`config.mk`:
```
export PLATFORM = sky130hd
export DESIGN_NAME = tbb_bus_sequencer
export DESIGN_NICKNAME = d
export VERILOG_FILES = /design/src/rtl/tbb_bus_sequencer.sv
export SDC_FILE = /design/constraint.sdc
export NUM_CORES = 1
export LEC_CHECK = 0
export BUFFER_PORTS_ARGS = -buffer_cell sky130_fd_sc_hd__buf_2
export CAP_MARGIN = 10
export CORE_UTILIZATION = 54
export CTS_BUF_LIST = sky130_fd_sc_hd__clkbuf_8 sky130_fd_sc_hd__clkbuf_16
export CTS_CLUSTER_SIZE = 20
export DETAILED_ROUTE_END_ITERATION = 8
export PLACE_DENSITY = 0.76
export RECOVER_POWER = 50
export SYNTH_ARGS = -nofsm -noshare
export SYNTH_HDL_FRONTEND = slang
export SYNTH_SLANG_ARGS = --single-unit
export TNS_END_PERCENT = 30
```
`constraint.sdc`:
```
create_clock -name CLK -period 2.9 [get_ports CLK]
set_input_delay 0.145 -clock CLK [delete_from_list [all_inputs] [get_ports CLK]]
set_output_delay 0.145 -clock CLK [all_outputs]
set_load 0.005 [all_outputs]
```
`src/rtl/tbb_bus_sequencer.sv`:
```
// tbb_bus_sequencer: queues register-write commands and plays each one out to a
// nibble-wide sound-core bus as three strobed nibbles (address, data low, data high).
//
// Ports
//   CLK        in   sole clock, rising edge
//   RST_N      in   synchronous active-low reset
//   CMD_VALID  in   command present on CMD_ADDR/CMD_DATA
//   CMD_READY  out  command FIFO has room this cycle
//   CMD_ADDR   in   [3:0] target register number
//   CMD_DATA   in   [7:0] register value
//   BUS_D      out  [3:0] nibble to the sound core (registered)
//   BUS_A0     out  1 = address nibble, 0 = data nibble (registered)
//   BUS_WR     out  write strobe, active-high (registered)
//   BUSY       out  FIFO non-empty or bus cycle in progress (registered)
module tbb_bus_sequencer #(
  parameter int unsigned FIFO_DEPTH = 4,
  parameter int unsigned WR_WIDTH   = 2
) (
  input  logic       CLK,
  input  logic       RST_N,
  input  logic       CMD_VALID,
  output logic       CMD_READY,
  input  logic [3:0] CMD_ADDR,
  input  logic [7:0] CMD_DATA,
  output logic [3:0] BUS_D,
  output logic       BUS_A0,
  output logic       BUS_WR,
  output logic       BUSY
);

  localparam int unsigned    PtrW     = (FIFO_DEPTH > 1) ? $clog2(FIFO_DEPTH) : 1;
  localparam int unsigned    CntW     = PtrW + 1;
  localparam logic [CntW-1:0] DepthCnt = CntW'(FIFO_DEPTH);
  localparam logic [3:0]     WrLast   = 4'(WR_WIDTH - 1);

  typedef enum logic [1:0] {StIdle, StSetup, StStrobe, StHold} state_e;

  state_e          state_q, state_d;
  logic [1:0]      ni_q, ni_d;
  logic [3:0]      wr_cnt_q, wr_cnt_d;
  logic [11:0]     cur_q, cur_d;

  logic [11:0]     mem_q [0:FIFO_DEPTH-1];
  logic [11:0]     mem_d [0:FIFO_DEPTH-1];
  logic [PtrW-1:0] wr_ptr_q, wr_ptr_d;
  logic [PtrW-1:0] rd_ptr_q, rd_ptr_d;
  logic [CntW-1:0] count_q, count_d;

  logic [3:0]      bus_d_q, bus_d_d;
  logic            bus_a0_q, bus_a0_d;
  logic            bus_wr_q, bus_wr_d;
  logic            busy_q, busy_d;

  logic            push, pop, fifo_nempty;
  logic [11:0]     head;

  // Ready depends on the registered count only, so a pop never frees a slot
  // combinationally in the same cycle.
  assign fifo_nempty = (count_q != '0);
  assign CMD_READY   = (count_q != DepthCnt);
  assign push        = CMD_VALID & CMD_READY & RST_N;
  assign head        = mem_q[rd_ptr_q];

  assign BUS_D  = bus_d_q;
  assign BUS_A0 = bus_a0_q;
  assign BUS_WR = bus_wr_q;
  assign BUSY   = busy_q;

  // Command word layout is {addr, data}; nibble order is addr, data[3:0], data[7:4].
  function automatic logic [4:0] nibble(input logic [11:0] cmd, input logic [1:0] ni);
    case (ni)
      2'd0:    nibble = {1'b1, cmd[11:8]};
      2'd1:    nibble = {1'b0, cmd[3:0]};
      default: nibble = {1'b0, cmd[7:4]};
    endcase
  endfunction

  // FIFO next state; depth is a power of two so pointers wrap naturally.
  always_comb begin
    mem_d    = mem_q;
    wr_ptr_d = wr_ptr_q;
    rd_ptr_d = rd_ptr_q;
    count_d  = count_q;
    if (push) begin
      mem_d[wr_ptr_q] = {CMD_ADDR, CMD_DATA};
      wr_ptr_d        = wr_ptr_q + PtrW'(1);
    end
    if (pop) begin
      rd_ptr_d = rd_ptr_q + PtrW'(1);
    end
    case ({push, pop})
      2'b10:   count_d = count_q + CntW'(1);
      2'b01:   count_d = count_q - CntW'(1);
      default: count_d = count_q;
    endcase
  end

  // Sequencer next state.
  always_comb begin
    state_d  = state_q;
    ni_d     = ni_q;
    wr_cnt_d = wr_cnt_q;
    cur_d    = cur_q;
    pop      = 1'b0;
    case (state_q)
      StIdle: begin
        if (fifo_nempty) begin
          pop     = 1'b1;
          cur_d   = head;
          ni_d    = 2'd0;
          state_d = StSetup;
        end
      end
      StSetup: begin
        wr_cnt_d = 4'd0;
        state_d  = StStrobe;
      end
      StStrobe: begin
        if (wr_cnt_q == WrLast) begin
          state_d = StHold;
        end else begin
          wr_cnt_d = wr_cnt_q + 4'd1;
        end
      end
      StHold: begin
        if (ni_q != 2'd2) begin
          ni_d    = ni_q + 2'd1;
          state_d = StSetup;
        end else if (fifo_nempty) begin
          // Chain straight into the next command with no idle gap.
          pop     = 1'b1;
          cur_d   = head;
          ni_d    = 2'd0;
          state_d = StSetup;
        end else begin
          ni_d    = 2'd0;
          state_d = StIdle;
        end
      end
      default: state_d = StIdle;
    endcase
  end

  // Registered outputs are computed from the next state so they change on the
  // edge that enters SETUP or IDLE and stay frozen through STROBE and HOLD.
  always_comb begin
    bus_wr_d = (state_d == StStrobe);
    bus_a0_d = bus_a0_q;
    bus_d_d  = bus_d_q;
    if (state_d == StIdle) begin
      bus_a0_d = 1'b0;
      bus_d_d  = 4'd0;
    end else if (state_d == StSetup) begin
      {bus_a0_d, bus_d_d} = nibble(cur_d, ni_d);
    end
    busy_d = (state_d != StIdle) || (count_d != '0);
  end

  always_ff @(posedge CLK) begin
    if (!RST_N) begin
      state_q  <= StIdle;
      ni_q     <= 2'd0;
      wr_cnt_q <= 4'd0;
      cur_q    <= 12'd0;
      wr_ptr_q <= '0;
      rd_ptr_q <= '0;
      count_q  <= '0;
      bus_d_q  <= 4'd0;
      bus_a0_q <= 1'b0;
      bus_wr_q <= 1'b0;
      busy_q   <= 1'b0;
    end else begin
      state_q  <= state_d;
      ni_q     <= ni_d;
      wr_cnt_q <= wr_cnt_d;
      cur_q    <= cur_d;
      wr_ptr_q <= wr_ptr_d;
      rd_ptr_q <= rd_ptr_d;
      count_q  <= count_d;
      bus_d_q  <= bus_d_d;
      bus_a0_q <= bus_a0_d;
      bus_wr_q <= bus_wr_d;
      busy_q   <= busy_d;
    end
  end

  // Storage needs no reset: emptiness is tracked by the pointers and count.
  always_ff @(posedge CLK) begin
    mem_q <= mem_d;
  end

endmodule

```
## Word level (Yosys, flattened, before mapping)

Index checks and enable logic that the tools add are counted.

| storage, ports and cells | value |
|---|---|
| flip-flop bits (word level) | 82 |
| word-level logic and storage cells | 76 |

| operators by class | value |
|---|---|
| add/subtract/negate cells | 6 |
| equal/unequal tests | 12 |
| multiplexer cells | 24 |
| order comparisons | 3 |
| reductions and logical operators | 11 |
| bitwise operators | 5 |

Operators with widths:

| kind | count |
|---|---|
| two-way mux 12 bit | 5 |
| bitwise mux 48 bit | 1 |
| binary-select mux 12 bit (select 2 bit) | 1 |
| demux 12 bit (select 2 bit) | 1 |
| one-hot mux 12 bit (2 select lines) | 1 |
| one-hot mux 5 bit (2 select lines) | 1 |
| equality test 2 x 1 -> 1 bit (second input constant) | 4 |
| equality test 2 bit (second input constant) | 4 |
| two-way mux 2 bit | 4 |
| one-hot mux 2 bit (4 select lines) | 1 |
| one-hot mux 4 bit (2 select lines) | 1 |
| adder 2 x 1 -> 2 bit (second input constant) | 3 |
| greater-or-equal comparator 3 bit (second input constant) | 2 |
| zero test 2 bit | 3 |
| NOT 2 -> 3 bit | 2 |
| one-hot mux 3 bit (2 select lines) | 1 |
| nonzero test 3 bit | 2 |
| adder 4 x 1 -> 4 bit (second input constant) | 1 |
| equality test 4 x 1 -> 1 bit (second input constant) | 1 |
| two-way mux 1 bit | 4 |
| two-way mux 4 bit | 1 |
| inequality test 2 bit (second input constant) | 2 |
| one-hot mux 2 bit (2 select lines) | 1 |
| nonzero test 2 bit | 2 |
| other kinds (11) | 12 |

## Depth between registers and ports, before layout

| logic depth | value |
|---|---|
| depth in word-level cells | 8 |
| mapped depth | 13 |
| gate-level depth less buffers | 12 |

## Worst setup path after synthesis

No wires, ideal clock.

| path | value |
|---|---|
| path type | reg2reg |
| start point | register state_q[0] |
| end point | register busy_q, in the netlist BUSY |
| period minus slack after synthesis | 2.669 ns |
| path buffers | 1 |
| arrival | 2.607 ns |
| setup slack | 0.231 ns |
| stages on the path, launching flop included | 13 |
| cell sequence | dfxtp_1 > inv_1 > ha_1 > nor3_4 > buf_6 > ha_1 > inv_1 > fa_1 > xor2_1 > or3_1 > a21boi_0 > a31oi_1 > nand2_1 |

| between the ends | value |
|---|---|
| elaborated cells on any way between the ends | 14 |
| those cells by class | eq/ne (5); mux (5); reduce/logical (4) |

RTL lines:

| what | RTL line | text |
|---|---|---|
| from (decl) | 38 | `state_e state_q, state_d;` |
| from (signal assigned) | 161 | `state_q <= StIdle;` |
| from (signal assigned) | 173 | `state_q <= state_d;` |
| equality test 2 bit, or another cell as far along | 105 | `case (state_q)` |
| one-hot mux 2 bit (4 select lines) (*) | 105 |  |
| net state_d[1] | 38 |  |
| nonzero test 2 bit (*) | 156 | `busy_d = (state_d != StIdle) \|\| (count_d != '0);` |
| logical OR 1 bit (*) | 156 |  |
| to (signal assigned) | 183 | `busy_q <= busy_d;` |
| to (decl) | 52 | `logic busy_q, busy_d;` |

Mark *: on every way through the listed nets, which the timed path passes. The rest lies on a longest branch.
A chain may end at the register's enable or synchronous reset.

## Worst setup path in the final report

Same ends and word-level chain as after synthesis.

==> flow_summary.ini <==
[placement]
portBuffers = 22
gp_routability_congestion = 0.788
hpwlAfterDp_um = 3800
dp_slack_ns = 0.225
placed_cells = 344

[global_routing]
antenna_found_initial = 0
grt_pass1_vias = 1977
grt_pass1_wl_um = 9400
grt-ovfl-total = 0
grt_max_degree = 31
grt_usage = 0.200

[timing]
worstMarginPinSlew_ns = 0.758
slew_violations = 0
slew_headroom = 0.494
grt_setup_unrepaired = no
fin_crit_sh = 0.926
fin_crit_ns = 2.69
hold_viol = 0
finalHoldWorstSlack_ns = 0.0898
max_freq_mhz = 372
finClkSkew_ns = 0.00735
finalWorstSetupSlack_ns = 0.215
final-setup-viol-count = 0
setup_tns_ns = 0

[die]
die_x_um = 82.0
fp.dieH_um = 82.0
start_util = 0.571
num_io_pins = 23
die-area_um2 = 6730
fp-row-count = 28
coreArea_um2 = 6060

[finish]
fillers = 465
register_area_um2 = 2120
finalNetCount = 317
multi_input_area_um2 = 1200
drive_gt1_frac = 0.139
fin_cells = 370
areaGrowthSynthToFinish_pct = 12.9
antenna_cells = 0

[setup_path]
critPathArrivalTime_ns = 2.98
worst_ep_required_time_ns = 3.19
crit_type = register to register
critPathMaxFanout = 7
end_kind = register
cp-start-kind = register

[clock_network]
cts_resized = 0
cts_hold_buf = 10
cts_setup_buffers = 0
clock_path_buffers = 2
cts.reportedPaths.clkPinSlew_ns = 0.08
cts_buffers = 9
cts_sinks = 82
cts_htree_levels = 3
tritoncts = built
clock-root-buffer = clkbuf_8
insertion_delay_ns = 0.35

[drt]
wl_per_cell_um = 15.6
ant_nets = 0
drt-initial-drc-count = 137
drt-total-wl_um = 5750
vias = 2020
drc = 0
via_per_inst = 5.46
dr.pass1.iters = 4

[logic_synthesis]
syn_avg_cell_area_um2 = 13.8
synth_top_area_share = 0.417
synth_cells = 250
yosys.area.top_type = edfxtp_1
ys_ff_latch = 82
synth.most_common_cell = edfxtp_1
ys_warn_count = 0
synth_edf_count = 48
synth_top_flop_cell = edfxtp_1
synthTopCellsByArea = edfxtp_1, dfxtp_1, mux4_2
synth_area_um2 = 3460
synth_nets = 277
synth_cell_types = 43
yosys-top-cells-count = edfxtp_1, dfxtp_1, inv_1
synth_seq_area_share = 0.614
postSynth.asyncResetShare = 0

[power_and_ir_drop]
p_leak_nw = 1.33
total_power_w = 0.00354
power_density_nw_per_um2 = 907
ir_worst_vdd_mv = 0.579

[flow_run]
drv_cap = 0

[status]
status = completed

[min_path]
hold_path.class = input pin to register
registers in the layout (all words and copies together), names as in the netlist:
register  count
wr_cnt_q      4
BUS_D         4
state_q       2
BUS_A0        1
mem_q        48
cur_q        12
wr_ptr_q      2
ni_q          2
count_q       3
BUSY          1
rd_ptr_q      2
BUS_WR        1
final timing paths:
kind | from | endpoint | slack, ns | depth (start not counted)
hold / removal | CMD_VALID | wr_ptr_q[1] | 0.09 | 3
hold reg to reg | BUS_A0 | BUS_A0 | 0.51 | 2
setup reg to reg | state_q[0] | BUSY | 0.21 | 11
setup / recovery | state_q[0] | BUSY | 0.21 | 11
per-layer routing:
| metal | GRT usage | up-vias | wire (um) |
|---|---|---|---|
| met5 | 0 | - | 0 |
| met4 | 0.0807 | 0 | 95 |
| met3 | 0.0667 | 10 | 304 |
| met2 | 0.321 | 50 | 2730 |
| met1 | 0.247 | 963 | 2620 |
| li1 | - | 997 | - |
layout make-up:
class	instances	area share
tap	75	0.0240
sequential	82	0.544
inverter	16	0.0154
clock inverter	7	0.0179
clock buffer	9	0.0317
multi-input combinational	143	0.309
timing repair buffer	38	0.0587
metrics by stage:
| step | utilization | instance area (um^2) |
|---|---|---|
| after floorplan | - | 3460 |
| final | 0.644 | 3900 |
| after global routing | 0.644 | 3900 |
| after detailed placement | 0.601 | 3640 |
| after global placement | 0.601 | 3640 |
| after CTS | 0.649 | 3940 |
placed cells by master (no fill, tap or decap), types with 10 or more instances in the layout:
cell type / count
dfxtp_1: 34
ha_1: 11
dlygate4sd3_1: 10
nor2b_1: 15
a22oi_1: 12
inv_1: 17
clkbuf_1: 19
nor2_1: 13
edfxtp_1: 48
mux4_2: 12
cell families (layout without fill, tap and decap cells):
group	count (synthesis)	in the layout	share of synthesized area
simple gates	67	67	0.114
fa+ha+maj	12	12	0.0456
flops	82	82	0.614
mux	13	13	0.0810
compound gates	44	44	0.0919
xor+xnor	7	7	0.0177
buf+inv	25	70	0.0362
where the power goes:
part	leakage, nW	internal [W]	total [W]	switching [W]
sequential	0.713	0.00142	0.00154	0.000124
clock	0.0947	0.000396	0.000795	0.000400
combinational	0.524	0.000546	0.00121	0.000662
critical path, cell delays in order, from the launching register on:
cell	delay (ns)
dfxtp_1	0.38
inv_1	0.09
ha_1	0.43
nor3_4	0.26
ha_1	0.21
inv_1	0.06
fa_1	0.38
xor2_1	0.16
or3_1	0.30
a21boi_0	0.22
a31oi_1	0.06
nand2_1	0.08
Power figures use the tool's default switching activity.
